===== src/rtl/fetch_pkg.sv =====
// fetch_pkg: shared types and constants for the instruction-fetch stage.
//   fetch_state_t : request-side state (IDLE, WAIT, KILL)
//   fetch_entry_t : one buffered instruction {pc, ir}
//   NOP_INSTR     : addi x0,x0,0, presented when no instruction is valid
//   align_pc      : force a fetch address onto a word boundary
package fetch_pkg;

  typedef enum logic [1:0] {
    IDLE,
    WAIT,
    KILL
  } fetch_state_t;

  typedef struct packed {
    logic [31:0] pc;
    logic [31:0] ir;
  } fetch_entry_t;

  localparam logic [31:0] NOP_INSTR = 32'h0000_0013;

  function automatic logic [31:0] align_pc(input logic [31:0] addr);
    return addr & ~32'd3;
  endfunction

endpackage


===== src/rtl/fetch_fifo.sv =====
// fetch_fifo: instruction buffer between memory responses and decode.
//   clk, rst      : clock, asynchronous active-high reset
//   push, din     : write one entry (ignored when full unless popping too)
//   pop, dout     : remove the head entry; dout is the head, combinational
//   flush         : empty the buffer; wins over push and pop
//   full, empty   : occupancy flags
//   count         : number of valid entries
module fetch_fifo
  import fetch_pkg::*;
#(
  parameter int unsigned DEPTH = 2
) (
  input  logic                           clk,
  input  logic                           rst,
  input  logic                           push,
  input  logic                           pop,
  input  logic                           flush,
  input  fetch_entry_t                   din,
  output fetch_entry_t                   dout,
  output logic                           full,
  output logic                           empty,
  output logic [$clog2(DEPTH+1)-1:0]     count
);

  localparam int unsigned PW = (DEPTH > 1) ? $clog2(DEPTH) : 1;
  localparam int unsigned CW = $clog2(DEPTH + 1);

  fetch_entry_t  mem [DEPTH];
  logic [PW-1:0] rd_ptr;
  logic [PW-1:0] wr_ptr;
  logic          do_push;
  logic          do_pop;

  function automatic logic [PW-1:0] next_ptr(input logic [PW-1:0] p);
    return (p == PW'(DEPTH - 1)) ? '0 : p + 1'b1;
  endfunction

  assign full    = (count == CW'(DEPTH));
  assign empty   = (count == '0);
  assign do_pop  = pop && !empty;
  // A full buffer still accepts a push when the head leaves in the same cycle.
  assign do_push = push && (!full || do_pop);
  assign dout    = mem[rd_ptr];

  always_ff @(posedge clk or posedge rst) begin
    if (rst) begin
      rd_ptr <= '0;
      wr_ptr <= '0;
      count  <= '0;
    end else if (flush) begin
      rd_ptr <= '0;
      wr_ptr <= '0;
      count  <= '0;
    end else begin
      if (do_push) wr_ptr <= next_ptr(wr_ptr);
      if (do_pop)  rd_ptr <= next_ptr(rd_ptr);
      if (do_push && !do_pop)      count <= count + 1'b1;
      else if (!do_push && do_pop) count <= count - 1'b1;
    end
  end

  always_ff @(posedge clk) begin
    if (do_push && !flush) mem[wr_ptr] <= din;
  end

endmodule


===== src/rtl/fetch_stage.sv =====
// fetch_stage: instruction fetch for the pipelined Otter.
// Owns the PC, issues one word fetch at a time over a req/ack/rvalid
// handshake, buffers responses in fetch_fifo and presents them to decode.
//   FE_CLK, FE_RST           : clock, asynchronous active-high reset
//   IMEM_REQ, IMEM_ADDR      : fetch request and its word address
//   IMEM_ACK                 : memory accepted the request
//   IMEM_RVALID, IMEM_RDATA  : in-order response
//   REDIRECT, REDIRECT_PC    : flush and restart at a new PC
//   DE_STALL                 : decode cannot accept this cycle
//   IF_VALID, IF_PC, IF_IR   : instruction presented to decode
//   PERF_FETCHED/PERF_KILLED : delivered / discarded counts, built only
//                              when FETCH_PERF_CNT_EN is defined, else 0
module fetch_stage
  import fetch_pkg::*;
#(
  parameter logic [31:0] RESET_VECTOR = 32'h0000_0000,
  parameter int unsigned DEPTH        = 2
) (
  input  logic        FE_CLK,
  input  logic        FE_RST,
  output logic        IMEM_REQ,
  output logic [31:0] IMEM_ADDR,
  input  logic        IMEM_ACK,
  input  logic        IMEM_RVALID,
  input  logic [31:0] IMEM_RDATA,
  input  logic        REDIRECT,
  input  logic [31:0] REDIRECT_PC,
  input  logic        DE_STALL,
  output logic        IF_VALID,
  output logic [31:0] IF_PC,
  output logic [31:0] IF_IR,
  output logic [31:0] PERF_FETCHED,
  output logic [31:0] PERF_KILLED
);

  localparam int unsigned CW = $clog2(DEPTH + 1);
  localparam int          D  = int'(DEPTH);

  fetch_state_t  state;
  logic [31:0]   pc;
  logic [31:0]   req_pc;
  logic          req;
  logic          push;
  logic          pop;
  logic          full;
  logic          empty;
  logic [CW-1:0] count;
  logic          room_keep;
  logic          room_push;
  fetch_entry_t  din;
  fetch_entry_t  head;

  assign pop  = !empty && !DE_STALL;
  assign push = (state == WAIT) && IMEM_RVALID && !REDIRECT;
  assign din  = '{pc: req_pc, ir: IMEM_RDATA};

  // Room for a new request after this edge; the request is registered so
  // these look at the occupancy the FIFO will have next cycle.
  assign room_keep = !full || pop;
  assign room_push = (int'(count) + 1 - int'(pop)) < D;

  fetch_fifo #(
    .DEPTH(DEPTH)
  ) u_fifo (
    .clk  (FE_CLK),
    .rst  (FE_RST),
    .push (push),
    .pop  (pop),
    .flush(REDIRECT),
    .din  (din),
    .dout (head),
    .full (full),
    .empty(empty),
    .count(count)
  );

  // pc doubles as the request address: it only advances on ACK, so the
  // address stays stable while a request waits.
  always_ff @(posedge FE_CLK or posedge FE_RST) begin
    if (FE_RST) begin
      state  <= IDLE;
      pc     <= RESET_VECTOR;
      req_pc <= '0;
      req    <= 1'b0;
    end else if (REDIRECT) begin
      pc <= align_pc(REDIRECT_PC);
      unique case (state)
        IDLE: begin
          if (req && IMEM_ACK) begin
            state <= KILL;
            req   <= 1'b0;
          end else begin
            state <= IDLE;
            req   <= 1'b1;
          end
        end
        WAIT, KILL: begin
          // A response landing with the redirect is consumed and dropped.
          if (IMEM_RVALID) begin
            state <= IDLE;
            req   <= 1'b1;
          end else begin
            state <= KILL;
            req   <= 1'b0;
          end
        end
        default: state <= IDLE;
      endcase
    end else begin
      unique case (state)
        IDLE: begin
          if (req && IMEM_ACK) begin
            req_pc <= pc;
            pc     <= pc + 32'd4;
            state  <= WAIT;
            req    <= 1'b0;
          end else begin
            req <= room_keep;
          end
        end
        WAIT: begin
          if (IMEM_RVALID) begin
            state <= IDLE;
            req   <= room_push;
          end
        end
        KILL: begin
          if (IMEM_RVALID) begin
            state <= IDLE;
            req   <= room_keep;
          end
        end
        default: state <= IDLE;
      endcase
    end
  end

  assign IMEM_REQ  = req;
  assign IMEM_ADDR = pc;
  assign IF_VALID  = !empty;
  assign IF_PC     = empty ? '0 : head.pc;
  assign IF_IR     = empty ? NOP_INSTR : head.ir;

`ifdef FETCH_PERF_CNT_EN
  logic [31:0] fetched;
  logic [31:0] killed;
  logic        kill_evt;

  assign kill_evt = IMEM_RVALID && ((state == KILL) || (state == WAIT && REDIRECT));

  always_ff @(posedge FE_CLK or posedge FE_RST) begin
    if (FE_RST) begin
      fetched <= '0;
      killed  <= '0;
    end else begin
      fetched <= fetched + 32'(pop);
      killed  <= killed + 32'(kill_evt);
    end
  end

  assign PERF_FETCHED = fetched;
  assign PERF_KILLED  = killed;
`else
  assign PERF_FETCHED = '0;
  assign PERF_KILLED  = '0;
`endif

endmodule


===== config.mk =====
export PLATFORM = sky130hd
export DESIGN_NAME = fetch_stage
export DESIGN_NICKNAME = d
export VERILOG_FILES = /design/src/rtl/fetch_pkg.sv /design/src/rtl/fetch_fifo.sv /design/src/rtl/fetch_stage.sv
export SDC_FILE = /design/constraint.sdc
export NUM_CORES = 1
export LEC_CHECK = 0
export CAP_MARGIN = 20
export CORE_UTILIZATION = 51
export DETAILED_ROUTE_END_ITERATION = 8
export PLACE_DENSITY = 0.81
export SLEW_MARGIN = 15
export SYNTH_ARGS = -nofsm -noshare
export SYNTH_HDL_FRONTEND = slang
export SYNTH_SLANG_ARGS = --single-unit

===== constraint.sdc =====
create_clock -name FE_CLK -period 9 [get_ports FE_CLK]
set_input_delay 0.9 -clock FE_CLK [delete_from_list [all_inputs] [get_ports FE_CLK]]
set_output_delay 0.9 -clock FE_CLK [all_outputs]
set_load 0.01 [all_outputs]

==> results.json, run 1 <==
{
  "cts_resized": 0,
  "layout_common_cells": "clkdlybuf4s50_1 (161), edfxtp_1 (124), nor2_1 (82), conb_1 (68), dfrtp_1 (66)",
  "netlist_area_mm2": 0.00852,
  "routed_wl_um": 17500,
  "place.gp.congestion": 0.873,
  "crit_chain": "mux2i_1 > nor2_1 > clkdlybuf4s50_1",
  "finalWorstPathRequiredPeriod_ns": 3.47,
  "synth_compound_area_share_pct": 4.72,
  "via_per_inst": 5.34,
  "crit_fanout": 64,
  "coreArea_mm2": 0.0161,
  "worstSetupPathType": "flop to primary output",
  "cp-end-kind": "primary output",
  "synth_edf_count": 124,
  "die_w_um": 131,
  "path_delay_family": "flip-flops",
  "synth.avg_cell_area_um2": 12.9,
  "hp-class": "flop to flop",
  "pin_count": 232,
  "finalNetCount": 890,
  "cp_data_required_time_ns": 8.10,
  "numCtsBuffers": 17,
  "ant_nets": 0,
  "status": "finished clean",
  "antenna_cells": 0,
  "initial_core_util_pct": 52.8,
  "worstPathArrival_ns": 2.57,
  "seq_area_frac_synth_pct": 63.4,
  "yosys_warnings": 0,
  "die_area_mm2": 0.0172,
  "antenna_found_initial": 0,
  "vias": 5573,
  "drt_first_pass_iters": 5,
  "dr.first_iter.drc_count": 423,
  "fin_crit_sh_pct": 38.6,
  "synth_top_family_by_area": "multiplexers",
  "gr-total-overflow": 0,
  "ys.flop_type": "edfxtp_1",
  "critical-path-slowest-cell": "dfrtp_4",
  "grt_max_degree": 68,
  "muxShareOfSynthArea_pct": 11.1,
  "tightest_slew_ns": 1.11,
  "cts_setup_buffers": 0,
  "synth.distinct_cells": 46,
  "clock-sinks": 191,
  "synth_seq_cells": 191,
  "p_per_area_mw_per_mm2": 215,
  "max_stage_delay_ns": 1.16,
  "startpoint_type": "flop",
  "wl_per_cell_um": 16.8,
  "cts_buffer_depth": 2,
  "area.growth.synth_to_final_pct": 25.2,
  "drcViolationCount": 0,
  "setup_tns_ns": 0,
  "crit_buf_inv": 1,
  "die_h_um": 131,
  "dp_slack_ns": 5.58,
  "async_reset_ff_share_pct": 35.1,
  "cts_root_buf": "clkbuf_16",
  "hold_buffers": 0,
  "drv_cap": 0,
  "clock_skew_ns": 0.00819,
  "setup_viol": 0,
  "hold_viol_final": 0,
  "synthCells": 662,
  "drive_gt1_share_pct": 9.06,
  "portBuffers": 161,
  "layout_commonest_cell": "clkdlybuf4s50_1",
  "synth-simple-area-share_pct": 10.7,
  "drv_slew": 0,
  "clk_pin_slew_worst_paths_ns": 0.06,
  "r2r_slack_ns": 6.55,
  "grt_pass1_wl_um": 27900,
  "rsz0062_at_grt": "false",
  "synth-xor-area-share_pct": 1.44,
  "fin_ws_ns": 5.53,
  "clk_latency_ns": 0.42,
  "track_usage_pct": 20.7,
  "grt_pass1_vias": 5445,
  "synthAdderAreaFrac_pct": 0.735,
  "tritoncts": "yes",
  "rows": 46,
  "irDropWorstVdd_mv": 0.152,
  "hpwl_um": 11400,
  "max_freq_mhz": 288,
  "maxSlewHeadroom_pct": 26.2,
  "p_leak_nw": 3.77,
  "h-tree-depth": 4
}
## where the power goes
group	internal, mW	switching [mW]
Combinational	0.201	0.179
Clock	0.419	0.304
Sequential	1.08	0.103
## through the flow
step                      power (mW)  cells  utilization [%]  instance area (um^2)  hold WS (ns)
final                           2.29   1044             66.2                 10700         0.466
after global routing            2.38   1044             66.2                 10700         0.476
after CTS                       2.30   1044             66.2                 10700         0.470
after detailed placement        1.58   1012             62.5                 10100         0.455
after global placement          1.55   1012             62.5                 10100         0.446
after floorplan                 1.42    729                -                  8770         0.437
## layout make-up
class	instances	area, um^2
Tap cell	216	270
Sequential cell	191	5400
Clock inverter	6	41.3
Timing Repair Buffer	167	1660
Clock buffer	26	543
Fill cell	1170	5450
Inverter	8	30.0
Multi-Input combinational cell	430	2720
## per-layer routing
layer / vias to the layer above / global-route usage [%] / part of all wire (%)
met4: 0 / 9.74 / 2.7
met3: 40 / 3.90 / 5.5
met5: - / 0 / 0
met2: 254 / 35.1 / 50
li1: 2577 / - / -
met1: 2702 / 25.6 / 41
## cells by family (layout without fill, tap and decap cells)
| logic type | count (synthesis) | count (layout) |
|---|---|---|
| other cells | 1 | 68 |
| simple gates | 189 | 189 |
| fa+ha+maj | 5 | 5 |
| xor+xnor | 14 | 14 |
| buf+inv | 108 | 207 |
| mux | 91 | 91 |
| compound gates | 63 | 63 |
| flops | 191 | 191 |
## final timing paths
kind                                           start  cells past startpoint                          end
max                        u_fifo.rd_ptr$_DFFE_PP0P_                      3                    IF_IR[10]
min in group asynchronous                     FE_RST                      3    IMEM_ADDR[13]$_DFFE_PP0P_
min reg2reg                    req_pc[9]$_DFFE_PP0P_                      0  u_fifo.mem[0][41]$_DFFE_PP_
max in group asynchronous                     FE_RST                      3    u_fifo.rd_ptr$_DFFE_PP0P_
min                            req_pc[9]$_DFFE_PP0P_                      0  u_fifo.mem[0][41]$_DFFE_PP_
max reg2reg                     state[1]$_DFFE_PP0P_                      6  u_fifo.mem[1][24]$_DFFE_PP_
## state kept, by name (all words and copies together) (netlist names)
name,flops
state,2
u_fifo.wr_ptr,1
u_fifo.rd_ptr,1
IMEM_ADDR,30
u_fifo.count,2
req_pc,30
IMEM_REQ,1
u_fifo.mem,124
## synthesized netlist by cell type (3+ instances only)
master,instances,area (um^2)
buf_4,68,510
inv_1,8,30.0
mux2i_1,63,631
nand4_1,11,68.8
ha_1,5,62.6
dfrtp_1,67,1680
nor2b_1,4,25.0
or4_1,12,90.1
clkbuf_1,26,97.6
o21ai_0,23,115
mux2_2,28,315
nor4_1,4,25.0
a21oi_1,4,20.0
o31ai_1,10,75.1
nand2_1,35,131
edfxtp_1,124,3720
buf_1,5,18.8
or3_1,3,18.8
xor2_1,4,35.0
nor3_1,7,35.0
o211ai_1,3,22.5
a31oi_1,14,87.6
xnor2_1,10,87.6
o41ai_1,3,26.3
nand3_1,15,75.1
nor2_1,83,312
No activity file was read; power rests on OpenSTA's default activity.
==> inputs of run 2 (changes only) <==
--- a/config.mk
+++ b/config.mk
@@ -6,9 +6,9 @@
 export NUM_CORES = 1
 export LEC_CHECK = 0
 export CAP_MARGIN = 20
-export CORE_UTILIZATION = 51
+export CORE_UTILIZATION = 49
 export DETAILED_ROUTE_END_ITERATION = 8
-export PLACE_DENSITY = 0.81
+export PLACE_DENSITY = 0.78
 export SLEW_MARGIN = 15
 export SYNTH_ARGS = -nofsm -noshare
 export SYNTH_HDL_FRONTEND = slang
==> constraint.sdc (replaced) <==
create_clock -name FE_CLK -period 3.55 [get_ports FE_CLK]
set_input_delay 0.355 -clock FE_CLK [delete_from_list [all_inputs] [get_ports FE_CLK]]
set_output_delay 0.355 -clock FE_CLK [all_outputs]
set_load 0.01 [all_outputs]
==> results.json, run 2 (synthesis results as in run 1) <==
{
  "status": "finished clean",
  "grt_max_degree": 65,
  "drv_slew": 0,
  "place.gp.congestion": 0.897,
  "layout_common_cells": "clkdlybuf4s50_1 (161), edfxtp_1 (124), nor2_1 (82), conb_1 (68), dfrtp_1 (66)",
  "portBuffers": 161,
  "grt_pass1_vias": 5478,
  "die_area_mm2": 0.0179,
  "hpwl_um": 11900,
  "ff2ff_path_depth": 6,
  "final_area_mm2": 0.0108,
  "p_leak_nw": 3.80,
  "place_area_mm2": 0.0101,
  "grt_pass1_wl_um": 28300,
  "routed_wl_um": 17500,
  "tritoncts": "yes",
  "cts_resized": 0,
  "clock_skew_ns": 0.00610,
  "finalWorstPathRequiredPeriod_ns": 2.92,
  "hold_viol_final": 0,
  "die_h_um": 134,
  "multi_input_area_mm2": 0.00273,
  "pin_count": 232,
  "setup_tns_ns": 0,
  "numCtsBuffers": 17,
  "rows": 47,
  "via_per_inst": 5.21,
  "critical-path-slowest-cell": "dfrtp_4",
  "hp-class": "input pin to asynchronous set/reset pin",
  "cts_buffer_depth": 2,
  "r2r_start": "state[0]$_DFFE_PP0P_",
  "coreArea_mm2": 0.0168,
  "clk_pin_slew_worst_paths_ns": 0.07,
  "track_usage_pct": 20.5,
  "die_w_um": 134,
  "finalNetCount": 891,
  "worstPathArrival_ns": 2.57,
  "regArea_mm2": 0.00540,
  "clk_latency_ns": 0.42,
  "irDropWorstVdd_mv": 0.339,
  "cts_root_buf": "clkbuf_16",
  "wl_per_cell_um": 16.7,
  "cp_data_required_time_ns": 3.19,
  "area.growth.synth_to_final_pct": 26.5,
  "maxSlewHeadroom_pct": 25.9,
  "vias": 5461,
  "tightest_slew_ns": 1.11,
  "initial_core_util_pct": 50.8,
  "crit_chain": "mux2i_1 > nor2_1 > clkdlybuf4s50_1",
  "drive_gt1_share_pct": 9.29,
  "crit_fanout": 64,
  "startpoint_type": "flop",
  "fin_crit_sh_pct": 82.3,
  "dr.first_iter.drc_count": 377,
  "layout_commonest_cell": "clkdlybuf4s50_1",
  "dp_slack_ns": 1.02,
  "p_per_area_mw_per_mm2": 558,
  "gr-total-overflow": 0,
  "worstSetupPathType": "flop to primary output",
  "antenna_cells": 0,
  "drv_cap": 0,
  "clock-sinks": 191,
  "drcViolationCount": 0,
  "rsz0062_at_grt": "false",
  "max_stage_delay_ns": 1.15,
  "setup_viol": 0,
  "antenna_found_initial": 0,
  "cts_setup_buffers": 0,
  "fin_ws_ns": 0.629,
  "cp-end-kind": "primary output",
  "h-tree-depth": 4,
  "r2r_slack_ns": 1.08,
  "crit_buf_inv": 1,
  "reg2reg_to": "IMEM_ADDR[19]$_DFFE_PP0P_",
  "max_freq_mhz": 342,
  "path_delay_family": "flip-flops",
  "hold_buffers": 0,
  "drt_first_pass_iters": 5,
  "fill_cells": 1244,
  "ant_nets": 0,
  "regMostFlops": "u_fifo.mem",
  "largest_reg_flops": 124
}
==> run 2: layout make-up <==
class                      instances  area share, %
clock buffer                      17           3.95
clock inverter                    15           1.93
inverter                           8          0.279
multi-input combinational        430           25.3
sequential                       191           50.2
tap                              220           2.56
timing repair buffer             168           15.8
==> run 2: worst max path at each step <==
stage,from,endpoint,slack [ns],cells past startpoint
4_1_cts,u_fifo.rd_ptr$_DFFE_PP0P_,IF_PC[12],0.55,3
2_1_floorplan,state[1]$_DFFE_PP0P_,u_fifo.mem[1][0]$_DFFE_PP_,0.45,5
3_3_place_gp,u_fifo.rd_ptr$_DFFE_PP0P_,IF_PC[12],1.06,3
6_report,u_fifo.rd_ptr$_DFFE_PP0P_,IF_PC[12],0.63,3
3_5_place_dp,IMEM_ACK,IMEM_ADDR[19]$_DFFE_PP0P_,1.02,5
5_1_grt,u_fifo.rd_ptr$_DFFE_PP0P_,IF_PC[12],0.46,3
==> run 2: stage by stage <==
step / hold WS, ns / utilization (%) / power [mW] / cells
2_1_floorplan: 0.437 / - / 3.61 / 729
3_3_place_gp: 0.446 / 60.5 / 3.94 / 1017
3_5_place_dp: 0.454 / 60.5 / 4.03 / 1017
4_1_cts: 0.367 / 64.3 / 6.04 / 1049
5_1_grt: 0.437 / 64.3 / 6.26 / 1049
6_report: 0.350 / 64.3 / 6.01 / 1049
==> run 2: per-layer routing <==
layer  wire length [um]  up-vias  global-route usage (%)  share of wire, %
met2               8970      218                    34.8                51
met3                888       17                    3.78               5.1
met5                  0        -                       0                 0
met1               7460     2650                    26.3                43
li1                   -     2576                       -                 -
met4                227        0                    7.45               1.3
==> run 2: where the power goes <==
part | internal (mW) | switching [mW] | total (mW)
combinational | 0.516 | 0.457 | 0.973
clock | 1.19 | 0.826 | 2.02
sequential | 2.75 | 0.274 | 3.02
==> run 2: worst reg2reg max path: cells and delay by family, from the launching register on <==
| kind | cells | cell delay, ns |
|---|---|---|
| simple gates | 3 | 1.34 |
| flops | 1 | 0.42 |
| fa+ha+maj | 1 | 0.31 |
| compound gates | 1 | 0.21 |
| buf+inv | 1 | 0.13 |
==> inputs of run 3 (changes only) <==
--- a/config.mk
+++ b/config.mk
@@ -6,9 +6,9 @@
 export NUM_CORES = 1
 export LEC_CHECK = 0
 export CAP_MARGIN = 20
-export CORE_UTILIZATION = 49
+export CORE_UTILIZATION = 44
 export DETAILED_ROUTE_END_ITERATION = 8
-export PLACE_DENSITY = 0.78
+export PLACE_DENSITY = 0.74
 export SLEW_MARGIN = 15
 export SYNTH_ARGS = -nofsm -noshare
 export SYNTH_HDL_FRONTEND = slang
==> constraint.sdc (replaced) <==
create_clock -name FE_CLK -period 2.6 [get_ports FE_CLK]
set_input_delay 0.26 -clock FE_CLK [delete_from_list [all_inputs] [get_ports FE_CLK]]
set_output_delay 0.26 -clock FE_CLK [all_outputs]
set_load 0.01 [all_outputs]
==> results.json, run 3 (synthesis results as in run 1) <==
{
  "intPower_mw": 6.01,
  "antenna_found_initial": 0,
  "grt_max_degree": 68,
  "die_h_um": 141,
  "path_delay_family": "flip-flops",
  "numCtsBuffers": 17,
  "vias": 5464,
  "hp-class": "input pin to asynchronous set/reset pin",
  "worstPathArrival_ns": 2.20,
  "drv_cap": 0,
  "drcViolationCount": 0,
  "drv_slew": 0,
  "status": "finished clean",
  "dp_slack_ns": 0.327,
  "track_usage_pct": 17.8,
  "wl_per_cell_um": 15.8,
  "fin_ws_ns": 0.142,
  "area.growth.synth_to_final_pct": 28.6,
  "routed_wl_um": 17400,
  "layout_commonest_cell": "clkdlybuf4s50_1",
  "crit_chain": "buf_12 > mux2i_1 > nor2_1 > clkdlybuf4s50_1",
  "grt_pass1_wl_um": 27100,
  "grt_pass1_vias": 5186,
  "critical-path-slowest-cell": "dfrtp_4",
  "p_per_area_mw_per_mm2": 739,
  "pin_count": 232,
  "layout_common_cells": "clkdlybuf4s50_1 (161), edfxtp_1 (124), nor2_1 (82), conb_1 (68), dfrtp_1 (66)",
  "gr-total-overflow": 0,
  "p_leak_nw": 3.87,
  "cp_data_required_time_ns": 2.34,
  "via_per_inst": 4.97,
  "antenna_cells": 0,
  "regMostFlops": "u_fifo.mem",
  "h-tree-depth": 4,
  "hpwl_um": 11700,
  "largest_reg_flops": 124,
  "max_freq_mhz": 407,
  "initial_core_util_pct": 45.2,
  "clock_power_share_pct": 32.3,
  "startpoint_type": "flop",
  "coreArea_mm2": 0.0188,
  "seqPwrFrac_pct": 50.6,
  "clock-sinks": 191,
  "cp-end-kind": "primary output",
  "drt_first_pass_iters": 5,
  "portBuffers": 161,
  "crit_buf_inv": 2,
  "cts_root_buf": "clkbuf_16",
  "finalWorstPathRequiredPeriod_ns": 2.46,
  "setup_viol": 0,
  "p_comb_share_pct": 17.1,
  "irDropWorstVdd_mv": 0.493,
  "final_area_mm2": 0.0110,
  "tritoncts": "yes",
  "switching_share_pct": 25.8,
  "dr.first_iter.drc_count": 340,
  "rsz0062_at_grt": "false",
  "clk_latency_ns": 0.42,
  "cts_buffer_depth": 2,
  "place_area_mm2": 0.0103,
  "rows": 50,
  "setup_tns_ns": 0,
  "fill_cells": 1485,
  "die_area_mm2": 0.0199,
  "drive_gt1_share_pct": 10.7,
  "finalNetCount": 901,
  "crit_fanout": 25,
  "hold_viol_final": 0,
  "ant_nets": 0,
  "ff2ff_path_depth": 6,
  "clock_skew_ns": 0.00744,
  "die_w_um": 141,
  "place.gp.congestion": 0.808,
  "fin_crit_sh_pct": 94.5,
  "worst-path-stages": 4,
  "clk_pin_slew_worst_paths_ns": 0.07,
  "switchingPower_mw": 2.08,
  "cts_resized": 0,
  "max_stage_delay_ns": 0.72,
  "worstSetupPathType": "flop to primary output"
}
==> run 3: changes by cell type in the layout (fill, tap and decap cells not counted), sizes merged <==
cell	delta
clkinv	+3
clkbuf	+1
buf	+10
inv	-3
bufinv	-1
==> run 3: worst paths after layout <==
path / slack, ns / startpoint / to
min reg2reg: 0.47 / req_pc[2]$_DFFE_PP0P_ / u_fifo.mem[0][34]$_DFFE_PP_
max: 0.14 / u_fifo.rd_ptr$_DFFE_PP0P_ / IF_IR[21]
min in group FE_CLK: 0.40 / REDIRECT_PC[18] / IMEM_ADDR[18]$_DFFE_PP0P_
max reg2reg: 0.34 / state[0]$_DFFE_PP0P_ / IMEM_ADDR[30]$_DFFE_PP0P_
max in group asynchronous: 2.07 / FE_RST / u_fifo.rd_ptr$_DFFE_PP0P_
min: 0.21 / FE_RST / IMEM_ADDR[22]$_DFFE_PP0P_
==> run 3: cell type report <==
type	instances	area (um^2)	area share [%]
Timing Repair Buffer	178	1840	16.8
Tap cell	260	325	2.97
Inverter	8	30.0	0.274
Sequential cell	191	5400	49.3
Clock inverter	14	164	1.50
Clock buffer	18	429	3.92
Multi-Input combinational cell	430	2760	25.2
==> run 3: worst reg2reg max path, delay by kind of cell (launching register included) <==
| family | cells | cell delay (ns) |
|---|---|---|
| and+or+nand+nor | 3 | 1.17 |
| DFF | 1 | 0.43 |
| adders and majority gates | 1 | 0.27 |
| AOI/OAI and AO/OA | 1 | 0.18 |
| buffers and inverters | 1 | 0.12 |
==> run 3: through the flow <==
stage | power [mW] | hold WS [ns] | utilization (%) | cells
floorplan | 4.95 | 0.359 | - | 729
global placement | 5.46 | 0.446 | 54.8 | 1064
detailed placement | 5.53 | 0.454 | 54.8 | 1064
CTS | 8.14 | 0.228 | 58.0 | 1096
global route | 8.45 | 0.256 | 58.2 | 1099
finish | 8.09 | 0.211 | 58.2 | 1099
==> run 3: per-layer routing <==
layer  share of wire [%]  GRT usage (%)  vias to the layer above
li1                    -              -                     2611
met1                  44           23.0                     2638
met2                  50           30.1                      204
met3                 5.2           3.94                       11
met4                0.93           5.26                        0
met5                   0              0                        -
==> run 3: power by group through the flow <==
| stage | clock, mW | combinational, mW | sequential [mW] |
|---|---|---|---|
| after global routing | 2.79 | 1.51 | 4.15 |
| after CTS | 2.66 | 1.39 | 4.09 |
| after global placement | 0 | 1.34 | 4.12 |
| final | 2.61 | 1.38 | 4.10 |
| after floorplan | 0 | 0.908 | 4.04 |
| after detailed placement | 0 | 1.38 | 4.15 |
==> run 3: repair_timing <==
action	4_1_cts	5_1_grt
buffers inserted	0	3
hold buffers	0	0
setup endpoints to repair	0	5
